$ cat config.mk
export PLATFORM = sky130hd
export DESIGN_NAME = fwd_hazard_ctrl
export DESIGN_NICKNAME = d
export VERILOG_FILES = /design/src/rtl/fwd_hazard_ctrl.sv
export SDC_FILE = /design/constraint.sdc
export NUM_CORES = 1
export LEC_CHECK = 0
export CAP_MARGIN = 20
export CORE_ASPECT_RATIO = 0.6
export CORE_MARGIN = 5
export CORE_UTILIZATION = 40
export DETAILED_ROUTE_END_ITERATION = 10
export PLACE_DENSITY = 0.71
export SETUP_SLACK_MARGIN = 0.5
export SLEW_MARGIN = 15
export SYNTH_ARGS = -nofsm -noshare
export SYNTH_HDL_FRONTEND = slang
export SYNTH_SLANG_ARGS = --single-unit
$ cat constraint.sdc
create_clock -name clk -period 1.9 [get_ports clk]
set_input_delay 0.285 -clock clk [delete_from_list [all_inputs] [get_ports clk]]
set_output_delay 0.285 -clock clk [all_outputs]
set_load 0.02 [all_outputs]
$ cat src/rtl/fwd_hazard_ctrl.sv
// EX-stage operand forwarding select generation and load-use hazard control.
// Tracks the destination of the instructions in EX and MEM and registers the mux selects.
module fwd_hazard_ctrl #(
  parameter int REG_AW = 5,
  parameter int CNT_W  = 16
) (
  input  logic              clk,
  input  logic              rst,
  input  logic              id_valid,
  input  logic [REG_AW-1:0] id_rs,
  input  logic [REG_AW-1:0] id_rt,
  input  logic              id_use_rs,
  input  logic              id_use_rt,
  input  logic              id_imm_b,
  input  logic [REG_AW-1:0] id_rd,
  input  logic              id_regwrite,
  input  logic              id_memread,
  input  logic              flush,
  output logic              stall,
  output logic [1:0]        fwd_a_slct,
  output logic [1:0]        fwd_b_slct,
  output logic [CNT_W-1:0]  stall_cnt
);

  localparam logic [1:0] SEL_RF    = 2'b00;
  localparam logic [1:0] SEL_EXMEM = 2'b01;
  localparam logic [1:0] SEL_MEMWB = 2'b10;
  localparam logic [1:0] SEL_IMM   = 2'b11;

  logic              r_ex_valid;
  logic [REG_AW-1:0] r_ex_rd;
  logic              r_ex_regwrite;
  logic              r_ex_memread;
  logic              r_mem_valid;
  logic [REG_AW-1:0] r_mem_rd;
  logic              r_mem_regwrite;
  logic [1:0]        r_fwd_a;
  logic [1:0]        r_fwd_b;
  logic [CNT_W-1:0]  r_stall_cnt;

  logic       w_ex_rs, w_ex_rt, w_mem_rs, w_mem_rt;
  logic       w_stall, w_accept;
  logic [1:0] w_a_nxt, w_b_nxt;

  // $0 is hardwired to zero, so a write to it never produces a forwardable value.
  function automatic logic slot_match(input logic v, input logic wr,
                                      input logic [REG_AW-1:0] rd,
                                      input logic [REG_AW-1:0] r);
    return v & wr & (rd == r) & (r != {REG_AW{1'b0}});
  endfunction

  assign w_ex_rs  = slot_match(r_ex_valid,  r_ex_regwrite,  r_ex_rd,  id_rs);
  assign w_ex_rt  = slot_match(r_ex_valid,  r_ex_regwrite,  r_ex_rd,  id_rt);
  assign w_mem_rs = slot_match(r_mem_valid, r_mem_regwrite, r_mem_rd, id_rs);
  assign w_mem_rt = slot_match(r_mem_valid, r_mem_regwrite, r_mem_rd, id_rt);

  assign w_stall  = ~rst & id_valid & ~flush & r_ex_memread &
                    ((id_use_rs & w_ex_rs) | (id_use_rt & w_ex_rt));
  assign w_accept = id_valid & ~flush & ~w_stall;

  // Next-cycle operand selects; the younger EX producer takes priority over MEM.
  always_comb begin
    w_a_nxt = SEL_RF;
    w_b_nxt = SEL_RF;
    if (id_use_rs & w_ex_rs) begin
      w_a_nxt = SEL_EXMEM;
    end else if (id_use_rs & w_mem_rs) begin
      w_a_nxt = SEL_MEMWB;
    end else begin
      w_a_nxt = SEL_RF;
    end
    if (id_imm_b) begin
      w_b_nxt = SEL_IMM;
    end else if (id_use_rt & w_ex_rt) begin
      w_b_nxt = SEL_EXMEM;
    end else if (id_use_rt & w_mem_rt) begin
      w_b_nxt = SEL_MEMWB;
    end else begin
      w_b_nxt = SEL_RF;
    end
  end

  // Pipeline slot tracking and registered selects; a rejected ID cycle becomes a bubble.
  always_ff @(posedge clk or posedge rst) begin
    if (rst) begin
      r_ex_valid     <= 1'b0;
      r_ex_rd        <= {REG_AW{1'b0}};
      r_ex_regwrite  <= 1'b0;
      r_ex_memread   <= 1'b0;
      r_mem_valid    <= 1'b0;
      r_mem_rd       <= {REG_AW{1'b0}};
      r_mem_regwrite <= 1'b0;
      r_fwd_a        <= SEL_RF;
      r_fwd_b        <= SEL_RF;
    end else begin
      r_mem_valid    <= r_ex_valid;
      r_mem_rd       <= r_ex_rd;
      r_mem_regwrite <= r_ex_regwrite;
      if (w_accept) begin
        r_ex_valid    <= 1'b1;
        r_ex_rd       <= id_rd;
        r_ex_regwrite <= id_regwrite;
        r_ex_memread  <= id_memread;
        r_fwd_a       <= w_a_nxt;
        r_fwd_b       <= w_b_nxt;
      end else begin
        r_ex_valid    <= 1'b0;
        r_ex_rd       <= {REG_AW{1'b0}};
        r_ex_regwrite <= 1'b0;
        r_ex_memread  <= 1'b0;
        r_fwd_a       <= SEL_RF;
        r_fwd_b       <= SEL_RF;
      end
    end
  end

  // Saturating count of load-use stall cycles.
  always_ff @(posedge clk or posedge rst) begin
    if (rst) begin
      r_stall_cnt <= {CNT_W{1'b0}};
    end else if (w_stall && (r_stall_cnt != {CNT_W{1'b1}})) begin
      r_stall_cnt <= r_stall_cnt + {{(CNT_W-1){1'b0}}, 1'b1};
    end else begin
      r_stall_cnt <= r_stall_cnt;
    end
  end

  assign stall      = w_stall;
  assign fwd_a_slct = r_fwd_a;
  assign fwd_b_slct = r_fwd_b;
  assign stall_cnt  = r_stall_cnt;

endmodule

After elaboration in Yosys (flattened, before gate mapping)
Cells that the tools add are included.
Operators by class
  add/subtract/negate cells: 1
  multiply operators: 0
  reductions and logical operators: 3
  eq/ne operators: 5
  shift-type cells: 0
  magnitude comparators: 0
  multiplexer cells: 11
  bitwise logic cells: 24
  divide/modulo/power cells: 0
Operator list (number)
  $and A1 B1 Y1: 20
  $eq A5 B5 Y1: 4
  $add A16 B1 Y16 const B: 1
  $ne A16 B16 Y1 const B: 1
  $mux W2: 7
  $reduce_bool A5 Y1: 2
  $mux W5: 1
  $mux W1: 3
  $not A1 Y1: 3
  $logic_and A1 B1 Y1: 1
  $or A1 B1 Y1: 1
Word-level totals
  ROM bits: 0
  latch bits: 0
  word-level logic and storage cells: 54
  flip-flop bits (word level): 35
  memories kept: 0
  output and inout bits: 21
  bits in writable memories: 0

Longest topological paths before layout
Gate-level depths: netlist of the first run.
  depth after elaboration: 9
  gate-level depth with buffers: 8
  mapped depth without buffers: 7

Least setup slack after synthesis of the first run
OpenSTA, ideal clock, no wires.
  kind: flip-flop to flip-flop
  from: register r_ex_rd[2]
  to: register r_stall_cnt[11] (netlist: stall_cnt[11])
  data arrival time: 1902 ps
  library setup time: 129 ps
  slack: -132 ps
  stages on the path, launching flop included: 7
  path through: dfrtp_1 > xnor2_1 > nand4_1 > or4_4 > a21oi_2 > nand4_1 > xnor2_1
On the way
  word-level cells in the longest chain between the ends: 7
  elaborated cells on any way between the ends: 11
  classes of those cells: 2 x eq/ne; 8 x bitwise; 1 x reduce/logical
Ends and longest elaborated chain
  start: declaration: line 31  | logic [REG_AW-1:0] r_ex_rd;
  start signal: assignment: line 87  | r_ex_rd <= {REG_AW{1'b0}};
  start signal: assignment: line 101  | r_ex_rd <= id_rd;
  start signal: assignment: line 108  | r_ex_rd <= {REG_AW{1'b0}};
  $eq A5 B5 Y1: line 49  | return v & wr & (rd == r) & (r != {REG_AW{1'b0}});
  $and A1 B1 Y1 (2 in series): line 49
  $and A1 B1 Y1: line 58  | ((id_use_rs & w_ex_rs) | (id_use_rt & w_ex_rt));
  $or A1 B1 Y1 (*): line 58
  $and A1 B1 Y1 (*): line 57  | assign w_stall = ~rst & id_valid & ~flush & r_ex_memread &
  named net stall: line 19  | output logic stall,
  $logic_and A1 B1 Y1 (*): line 121  | end else if (w_stall && (r_stall_cnt != {CNT_W{1'b1}})) begin
  end signal: assignment: line 120  | r_stall_cnt <= {CNT_W{1'b0}};
  end signal: assignment: line 122  | r_stall_cnt <= r_stall_cnt + {{(CNT_W-1){1'b0}}, 1'b1};
  end signal: assignment: line 124  | r_stall_cnt <= r_stall_cnt;
  end: declaration: line 39  | logic [CNT_W-1:0] r_stall_cnt;
The timed path passes the listed nets; every way through them passes the cells marked *.
A chain may end at the register's enable or synchronous reset.

Worst setup path after layout of the first run
  from: register r_ex_rd[4]
  to: register r_stall_cnt[14] (netlist: stall_cnt[14])
On the way
  word-level cells in the longest chain between the ends: 7
  elaborated cells on any way between the ends: 11
  classes of those cells: 2 x eq/ne; 8 x bitwise; 1 x reduce/logical
Ends and longest elaborated chain (line)
  $eq A5 B5 Y1: 49
  $and A1 B1 Y1 (2 in series): 49
  $and A1 B1 Y1: 58
  $or A1 B1 Y1 (*): 58
  $and A1 B1 Y1 (*): 57
  $logic_and A1 B1 Y1 (*): 121
Mark *: on every way between the ends. The rest lies on a longest branch, timed or not.

==> results summary, run 1 <==
The most area-hungry cell type in the Yosys netlist is sky130_fd_sc_hd__dfrtp_1. The number of unique standard cell types used by synthesis is 29. The switching power came out at 0.000345 W. The growth of design area from synthesis to finish is 61.3%. The analysis attributes to cell leakage a power of about 1.2 nW. The routed layout has around 1,400 vias. The floorplan step defined a die boundary enclosing 5470 um^2.

Based on the critical path, the design can be clocked at up to around 450 MHz. The number of nets produced by synthesis is 165. The overall track demand over capacity in global routing came out at 16.9%. The flow ran to the end, but the final reports show violations. The classification of the worst setup path is flip-flop to flip-flop.

The setup clock skew after layout is 6.20 ps. The final clock period utilization by the worst path came out at 117%. The smallest clock period supported by the final layout is computed as 2230 ps.

The clock tree synthesis step divided the H-tree into 2 levels. By count the netlist is led by sky130_fd_sc_hd__dfrtp_1 (35), sky130_fd_sc_hd__xnor2_1 (30), sky130_fd_sc_hd__nand4_1 (10). The overall routed net length is approximately 4400 um. The cell with the biggest individual delay on the critical path is sky130_fd_sc_hd__or4_4. The global-route wire length before repair is 6890 um. Cells with a size suffix above 1 make up 32.0% of the layout. Setup repair after global routing could not meet its margin everywhere. In this run the clock root is driven by a sky130_fd_sc_hd__clkbuf_8.

The die boundary width came out at roughly 92 um. The hold violation total from the final report came out at 0. At the end of the flow, the number of nets in the layout was roughly 250. The filler-free cell count of the finished design came out at 270.

The DRC violation count after routing is 0. The via count of the first global-routing pass is 1,388. The estimated wirelength of the detail-placed design came out at roughly 3200 um. After floorplanning, the core was sized to cover between 3000 and 4000 um^2.

The remaining antenna violation count is 0. Max-cap violations in this run came to 0. The TritonCTS sink count came out at 35. The worst hold slack after final layout came out at 341 ps. The number of buffers created by CTS came out at 5.

The max-slew violation total from the final report is 0. The per-cell routed wire length is 16.3 um. The proportion of total power due to net switching is between 20% and 30%. The flop and latch count out of synthesis came out at 35. The count of TritonRoute iterations in the first routing pass came out at 4. STA classifies the critical path endpoint as a flip-flop.

The part of the power in the clock network is 35.5%. Sorting the synthesized cells by area gives the leading types as sky130_fd_sc_hd__dfrtp_1 (54%), sky130_fd_sc_hd__xnor2_1 (16%), sky130_fd_sc_hd__nand4_1 (3.9%), sky130_fd_sc_hd__and2_1 (2.7%), sky130_fd_sc_hd__xor2_1 (2.7%). VDD sags by at most 0.329 mV. The routed via count divided by cell count came out at 5.09.

The number of input and output port buffers inserted came out at 44. The sequential share of power is 53.1%. The internal power consumption is 0.00111 W. The final weighted congestion in routability-driven placement came out at 0.933. The row count is 17.

The worst endpoint data arrival time is approximately 2400 ps. The synthesized instance count came out at between 100 and 150. In this run the worst path has a maximum fanout of 6. TritonCTS built the clock tree. The number of antenna violations at the first check in global routing came out at 0. The worst path required time is 2070 ps. The most used standard cell by instance count after synthesis is sky130_fd_sc_hd__dfrtp_1. In the synthesized netlist the dominant register cell turns out to be sky130_fd_sc_hd__dfrtp_1.

For this design the top-level I/O count stands at 45. The clock tree buffer depth is 2. The floorplan step set the die height to 59.3 um. The tightest slew margin relative to the limit is 71.9%.

The sequential cell area fraction in the yosys report came out at 54.0%. The fraction of registers with async set/reset came out at 100%. Across all setup checks in the final design, the least slack found is -331 ps. The critical path goes through xnor2_1, nand4_1, or4_4, buf_6, a211oi_4, buf_6, nand4_1, xnor2_1. Clock-pin slew was measured on the worst setup and hold paths at 70 ps. The per-instance average area after synthesis came out at 11.6 um^2.

The largest net degree at the start of global routing is 28. The placed instance count is 252. The min-delay analysis places its worst path in the category primary input to asynchronous set/reset pin. The global route total overflow is 0. The number of synthesized flops with an enable pin came out at 0.

The area share of the leading cell type in the synthesized netlist came out at between 50% and 60%. For this design the ratio of total power to cell area is around 560 nW/um^2. On the worst path, the slowest cell contributes a delay of 470 ps. The mapped netlist covers between 1500 and 2000 um^2.

The worst setup path is launched from a flip-flop. The relative contribution of combinational cells to total power is 11.5%. The initial detailed-routing violation count is 54. The number of warnings issued by yosys is 0.

Setup violations remaining at the end of the flow were counted as 28. The final reports fail on negative setup slack. At the pin with the least slew margin, the transition time is around 420 ps. The initial cell density of the core came out at between 40% and 50%. The clock latency of the later-clocked register in the worst-skew pair came out at 280 ps.
-- what timing repair did --
item,in CTS,in global routing
gates cloned,1,0
endpoints found under the setup margin,49,32
buffers inserted,5,3
pin swaps,8,11
gates resized for setup,50,26
hold buffers,0,0
-- layer usage --
metal  global-route usage, %  share of wire [%]  vias up
met5                       0                  0        -
met2                    26.1                 48       39
met3                    4.06                4.9       12
li1                        -                  -      648
met1                    22.5                 45      675
met4                    8.25                2.3        0
-- worst max-delay path: cells and delay by family, from the launching register on --
family / cells / cell delay, ps
xor+xnor: 2 / 330
buf+inv: 2 / 320
compound gates: 1 / 280
flops: 1 / 450
simple gates: 3 / 740
-- state kept, by name, indices dropped and copies added, names as in the netlist --
register,count
r_ex_valid,1
r_mem_valid,1
fwd_b_slct,2
r_ex_rd,5
r_mem_rd,5
fwd_a_slct,2
stall_cnt,16
r_ex_regwrite,1
r_mem_regwrite,1
r_ex_memread,1
-- power by group through the flow --
stage	logic [W]	registers, W	clock network, W
2_1_floorplan	0.0000566	0.000784	0
3_3_place_gp	0.000150	0.000786	0
3_5_place_dp	0.000156	0.000786	0
4_1_cts	0.000161	0.000772	0.000525
5_1_grt	0.000179	0.000774	0.000561
6_report	0.000167	0.000773	0.000516
-- cells in the final DEF (no fill, tap or decap), drive strengths merged, types with 2 or more instances in the layout --
cell type and n:
inv 6, o21a 2, nor4 2, buf 32, and3 2, clkbuf 6, dfrtp 35, and2 7
nand4 10, nand2 8, or4 5, nor3 2, dlygate4sd2 27, xor2 5, o21ai 2, clkdlybuf4s50 13
nand3 7, xnor2 30, clkdlybuf4s15 2, nor2 6
-- cell families (layout without fill, tap and decap cells) --
family | after synthesis | after routing | share of synthesized area (%)
AO/OA/AOI/OAI | 7 | 7 | 3.55
flip-flops | 35 | 35 | 54.0
buffers and inverters | 7 | 88 | 2.08
multiplexers | 1 | 1 | 0.694
XOR/XNOR | 35 | 35 | 18.9
adder cells (fa/ha/maj) | 1 | 1 | 0.771
other | 0 | 1 | 0
AND/OR/NAND/NOR | 54 | 55 | 20.0
-- per-stage QoR --
stage	instance area [um^2]	utilization [%]	power [W]	worst slack, ps	setup TNS (ps)
4_1_cts	2480	65.5	0.00146	-270	-2790
3_3_place_gp	2340	61.7	0.000936	-728	-13280
3_5_place_dp	2340	61.7	0.000942	-779	-15330
6_report	2620	69.1	0.00146	-331	-5230
2_1_floorplan	1670	-	0.000840	-9.22	-17.1
5_1_grt	2610	69.0	0.00151	-408	-7460
-- cell type report --
cell class,count,area [um^2]
well taps,47,58.8
clock buffers,6,72.6
inverters,6,22.5
fillers,278,1170
flip-flops and latches,35,881
clock inverters,2,12.5
multi-input cells,99,878
diodes,1,2.50
repair buffers,74,687
-- path summary, 6_finish.rpt --
path	startpoint	cells past startpoint	endpoint	slack, ps
max	r_ex_rd[4]	8	stall_cnt[14]	-330
min reg2reg	r_ex_valid	0	r_mem_valid	380
min	rst	2	fwd_b_slct[1]	340
max in group asynchronous	rst	3	stall_cnt[1]	1070
min in group clk	r_ex_valid	0	r_mem_valid	380
max reg2reg	r_ex_rd[4]	8	stall_cnt[14]	-330
Power figures use the tool's default switching activity.
==> inputs of run 2 (changes only) <==
--- a/config.mk
+++ b/config.mk
@@ -5,12 +5,13 @@
 export SDC_FILE = /design/constraint.sdc
 export NUM_CORES = 1
 export LEC_CHECK = 0
+export ABC_AREA = 1
 export CAP_MARGIN = 20
 export CORE_ASPECT_RATIO = 0.6
 export CORE_MARGIN = 5
 export CORE_UTILIZATION = 40
 export DETAILED_ROUTE_END_ITERATION = 10
-export PLACE_DENSITY = 0.71
+export PLACE_DENSITY = 0.68
 export SETUP_SLACK_MARGIN = 0.5
 export SLEW_MARGIN = 15
 export SYNTH_ARGS = -nofsm -noshare
==> results summary, run 2 <==
The peak fanout along the critical path came out at 3 (-3). The vertical die dimension is 66.1 um (+11%). In the synthesized netlist the dominant register cell turns out to be sky130_fd_sc_hd__dfrtp_1. The row count came out at 20 (+3). The fraction of registers with async set/reset is 100% (unchanged). The library cells used most frequently in the layout, excluding fill and tap cells, are sky130_fd_sc_hd__nand2_1 (71), sky130_fd_sc_hd__inv_1 (33), sky130_fd_sc_hd__dfrtp_1 (32). The power per unit of standard cell area is 515 nW/um^2 (-7.5%).

The number of buffers created by CTS is 5 (unchanged). The TritonCTS sink count is 35 (unchanged). The critical path is of the flip-flop to output port type. The number of input and output port buffers inserted is 44 (unchanged). The share of layout cells above drive strength 1 is 26.6% (-5.4 points). The clock latency of the later-clocked register in the worst-skew pair is 290 ps (about the same). The routed via count divided by cell count is 4.78 (-6.0%). The setup clock skew after layout is 10.1 ps (+3.92 ps). The sum of negative setup slack is 0 ps (+5230 ps). Setup repair after global routing could not meet its margin everywhere. The via count is 2,004 (+46%). The diode insertion count for antenna repair came out at 0 (-1). TritonCTS built the clock tree. The flop and latch count out of synthesis is 35 (unchanged). The clock tree buffer depth came out at 2 (unchanged).

The count of max-cap constraint violations is 0 (unchanged). The biggest area contributor in the post-synthesis netlist is sky130_fd_sc_hd__dfrtp_1. The number of antenna violations at the first check in global routing is 0 (unchanged).

The adder and majority gate portion of the synthesized area was 0.597% (-0.17 points). The via count of the first global-routing pass is 1,851 (+33%). The post-placement setup slack was -520 ps (+259 ps). The DRC violation count after routing is 0 (unchanged). The number of buffer and inverter stages on the critical path is 3 (+1). The minimum clock period is 1810 ps (-422 ps). The largest net degree at the start of global routing is 36 (+29%). The estimated wirelength of the detail-placed design came out at 3930 um (+21%).

The max-slew violation total from the final report is 0 (unchanged). The clock slew seen by the registers of the worst setup and hold paths came out at 60 ps (about the same). The global-route wire length before repair is 8910 um (+29%). The final clock period utilization by the worst path came to 95.2% (-22 points). The final-stage net count is 377 (+53%). The overall track demand over capacity in global routing was 17.0% (+0.18 points). The xor and xnor area share after synthesis was 7.52% (-11 points). The number of flip-flops under the largest register name came out at 16 (unchanged). Among all cell types in the netlist, the one instantiated most often is sky130_fd_sc_hd__nand2_1. The sequential cell area fraction in the yosys report came to 41.8% (-12 points). The final weighted congestion in routability-driven placement is 0.873 (-6.5%). The die footprint came to 6830 um^2 (+25%).

The per-instance average area after synthesis came out at 7.59 um^2 (-34%). The actual slew at the worst max-slew pin came out at 441 ps (+20.4 ps). The compound-gate portion of the synthesized area is 2.87% (-0.68 points). The commonest cells after synthesis are sky130_fd_sc_hd__nand2_1 (83), sky130_fd_sc_hd__dfrtp_1 (35), sky130_fd_sc_hd__inv_1 (35). The worst setup path is captured at an output port. The simple logic cell fraction of the synthesized area came out at 36.1% (+16 points). The largest incremental delay on the critical path was 420 ps (-50 ps). The number of unique standard cell types used by synthesis was 23 (-21%). The flow ran to the end, and the final reports show no timing, DRC or antenna violations. The synthesized instance count came out at 276 (+97%). The die boundary width is 103 um (+12%). The leakage dissipation was 1.53 nW (+26%). The count of final setup violators is 0 (-100%). The synthesized cell area was 2100 um^2 (+29%). The main combinational cell family by area after synthesis is simple AND/OR/NAND/NOR gates. The count of TritonRoute iterations in the first routing pass was 4 (unchanged).

The library cell used most frequently in the layout, excluding fill and tap cells, is sky130_fd_sc_hd__nand2_1. The area share of the leading cell type in the synthesized netlist is 41.8% (-12 points). The number of placed I/O pins is 45 (unchanged). In this run the worst hold path is classified as flip-flop to flip-flop.

The worst setup path is launched from a flip-flop. The per-cell routed wire length was 13.3 um (-18%). The deepest level of the CTS H-tree came out at 2 (unchanged). The tightest slew margin relative to the limit came to 70.6% (-1.3 points). The initial cell density of the core is 41.3% (-1.6 points). The cell sitting at the root of the clock tree is a sky130_fd_sc_hd__clkbuf_8.

The number of nets produced by synthesis is 301 (+82%). The worst path required time came out at 1620 ps (-450 ps). The remaining antenna violation count came out at 0 (unchanged). The gate family responsible for the most delay along the worst path is simple AND/OR/NAND/NOR gates.

The setup slack of the critical path after layout came to 91.4 ps (+422 ps). The number of warnings issued by yosys is 0 (unchanged). Counting stages on the worst path, the most repeated cell is sky130_fd_sc_hd__nand2_2. The number of synthesized flops with an enable pin is 0 (unchanged). Yosys attributes the largest share of cell area to sky130_fd_sc_hd__dfrtp_1 (42%), sky130_fd_sc_hd__nand2_1 (15%), sky130_fd_sc_hd__inv_1 (6.3%), sky130_fd_sc_hd__nand4_1 (6.0%), sky130_fd_sc_hd__nor2_1 (5.6%). The growth of design area from synthesis to finish is 44.5%.

The worst endpoint data arrival time is 1520 ps (-880 ps). The hold violation total from the final report is 0 (unchanged). The final standard cell utilization of the core is 59.6% (-9.4 points). The worst hold slack after final layout came out at 383 ps (+41.8 ps). The fmax is 553 MHz (+23%).

The signal on the critical path passes through inv_1, nand2_1, nand2_2, nand2_2, nor2_4, nand2_2, nand2_4, nand2_4, inv_2, buf_6. The worst-case vdd ir drop is 0.259 mV (-21%). The cell with the biggest individual delay on the critical path is sky130_fd_sc_hd__dfrtp_1. The global route total overflow came out at 0 (unchanged). The placeable core area came out at 5080 um^2 (+34%).

The overall routed net length is 5590 um (+27%). The initial detailed-routing violation count is 162 (+200%). The fraction of synthesized area in multiplexers was 0% (-0.69 points).
-- run 2: changes by cell type in the layout (fill, tap and decap cells not counted), sizes merged, moves of 4 or more --
cell           change
nor2              +37
dlygate4sd2       -10
o21ai              +4
clkdlybuf4s15      +4
xnor2             -17
nand3              +7
inv               +31
clkbuf            +10
nand4             +11
nand2             +79
and2               -7
or4                -5
-- run 2: power breakdown --
group          internal [W]  switching (W)  leakage [nW]  total [W]
Clock              0.000331       0.000267        0.0515   0.000598
Sequential         0.000759      0.0000115         0.474   0.000771
Combinational      0.000100      0.0000914          1.00   0.000192
Total               0.00119       0.000370          1.53    0.00156
-- run 2: cell type report --
class / count / area (um^2)
clock buffer: 8 / 100
fill: 454 / 2050
inverter: 38 / 146
multi-input combinational: 196 / 1100
sequential: 35 / 880
tap: 66 / 82.6
timing repair buffer: 76 / 722
-- run 2: cell families (layout without fill, tap and decap cells) --
kind of cell,after synthesis,count (layout)
adder cells (fa/ha/maj),1,1
XOR/XNOR,18,18
AO/OA/AOI/OAI,11,11
flip-flops,35,35
AND/OR/NAND/NOR,166,166
buffers and inverters,45,122
-- run 2: metal layers --
metal	track usage [%]	vias to the layer above	wire [um]
met2	23.7	71	2320
met3	3.79	6	472
met5	0	-	0
met1	26.3	905	2730
li1	-	1022	-
met4	4.36	0	61
-- run 2: per-stage QoR --
stage               area (um^2)  total power (W)  std cells
CTS                        2900          0.00156        413
detailed placement         2710         0.000961        398
finish                     3030          0.00156        419
global placement           2710         0.000959        398
global route               3030          0.00164        419
floorplan                  2120         0.000861        276
-- run 2: path summary, 6_finish.rpt --
kind                       slack [ps]  startpoint           end  cells past startpoint
min in group asynchronous         510         rst  stall_cnt[9]                      3
min reg2reg                       380  r_ex_valid   r_mem_valid                      0
max                                90  r_ex_rd[4]         stall                     10
max reg2reg                       140  r_ex_rd[4]  stall_cnt[9]                     14
min                               380  r_ex_valid   r_mem_valid                      0
max in group asynchronous        1060         rst  stall_cnt[1]                      3
-- run 2: worst register-to-register path: stages (launching register included) --
cell and delay (ps):
sky130_fd_sc_hd__dfrtp_1 420, sky130_fd_sc_hd__inv_1 90, sky130_fd_sc_hd__nand2_1 70, sky130_fd_sc_hd__nand2_2 70
sky130_fd_sc_hd__nand2_2 60, sky130_fd_sc_hd__nor2_4 130, sky130_fd_sc_hd__nand2_2 90, sky130_fd_sc_hd__nand2_4 80
sky130_fd_sc_hd__buf_4 100, sky130_fd_sc_hd__buf_6 100, sky130_fd_sc_hd__buf_12 110, sky130_fd_sc_hd__nand3_4 70
sky130_fd_sc_hd__buf_6 150, sky130_fd_sc_hd__nand2_1 60, sky130_fd_sc_hd__nand2_1 50
-- run 2: repair_timing --
action	CTS	global route
setup buffers	6	5
pin swaps	9	7
hold buffers	0	0
setup endpoints to repair	49	42
gates resized for setup	49	45
gates cloned	1	1
==> inputs of run 3 (changes only) <==
--- a/config.mk
+++ b/config.mk
@@ -11,6 +11,7 @@
 export CORE_MARGIN = 5
 export CORE_UTILIZATION = 40
 export DETAILED_ROUTE_END_ITERATION = 10
+export HOLD_SLACK_MARGIN = 0.06
 export PLACE_DENSITY = 0.68
 export SETUP_SLACK_MARGIN = 0.5
 export SLEW_MARGIN = 15
==> results of run 3 <==
Final layout, timing and power as in run 2 (identical DEF).
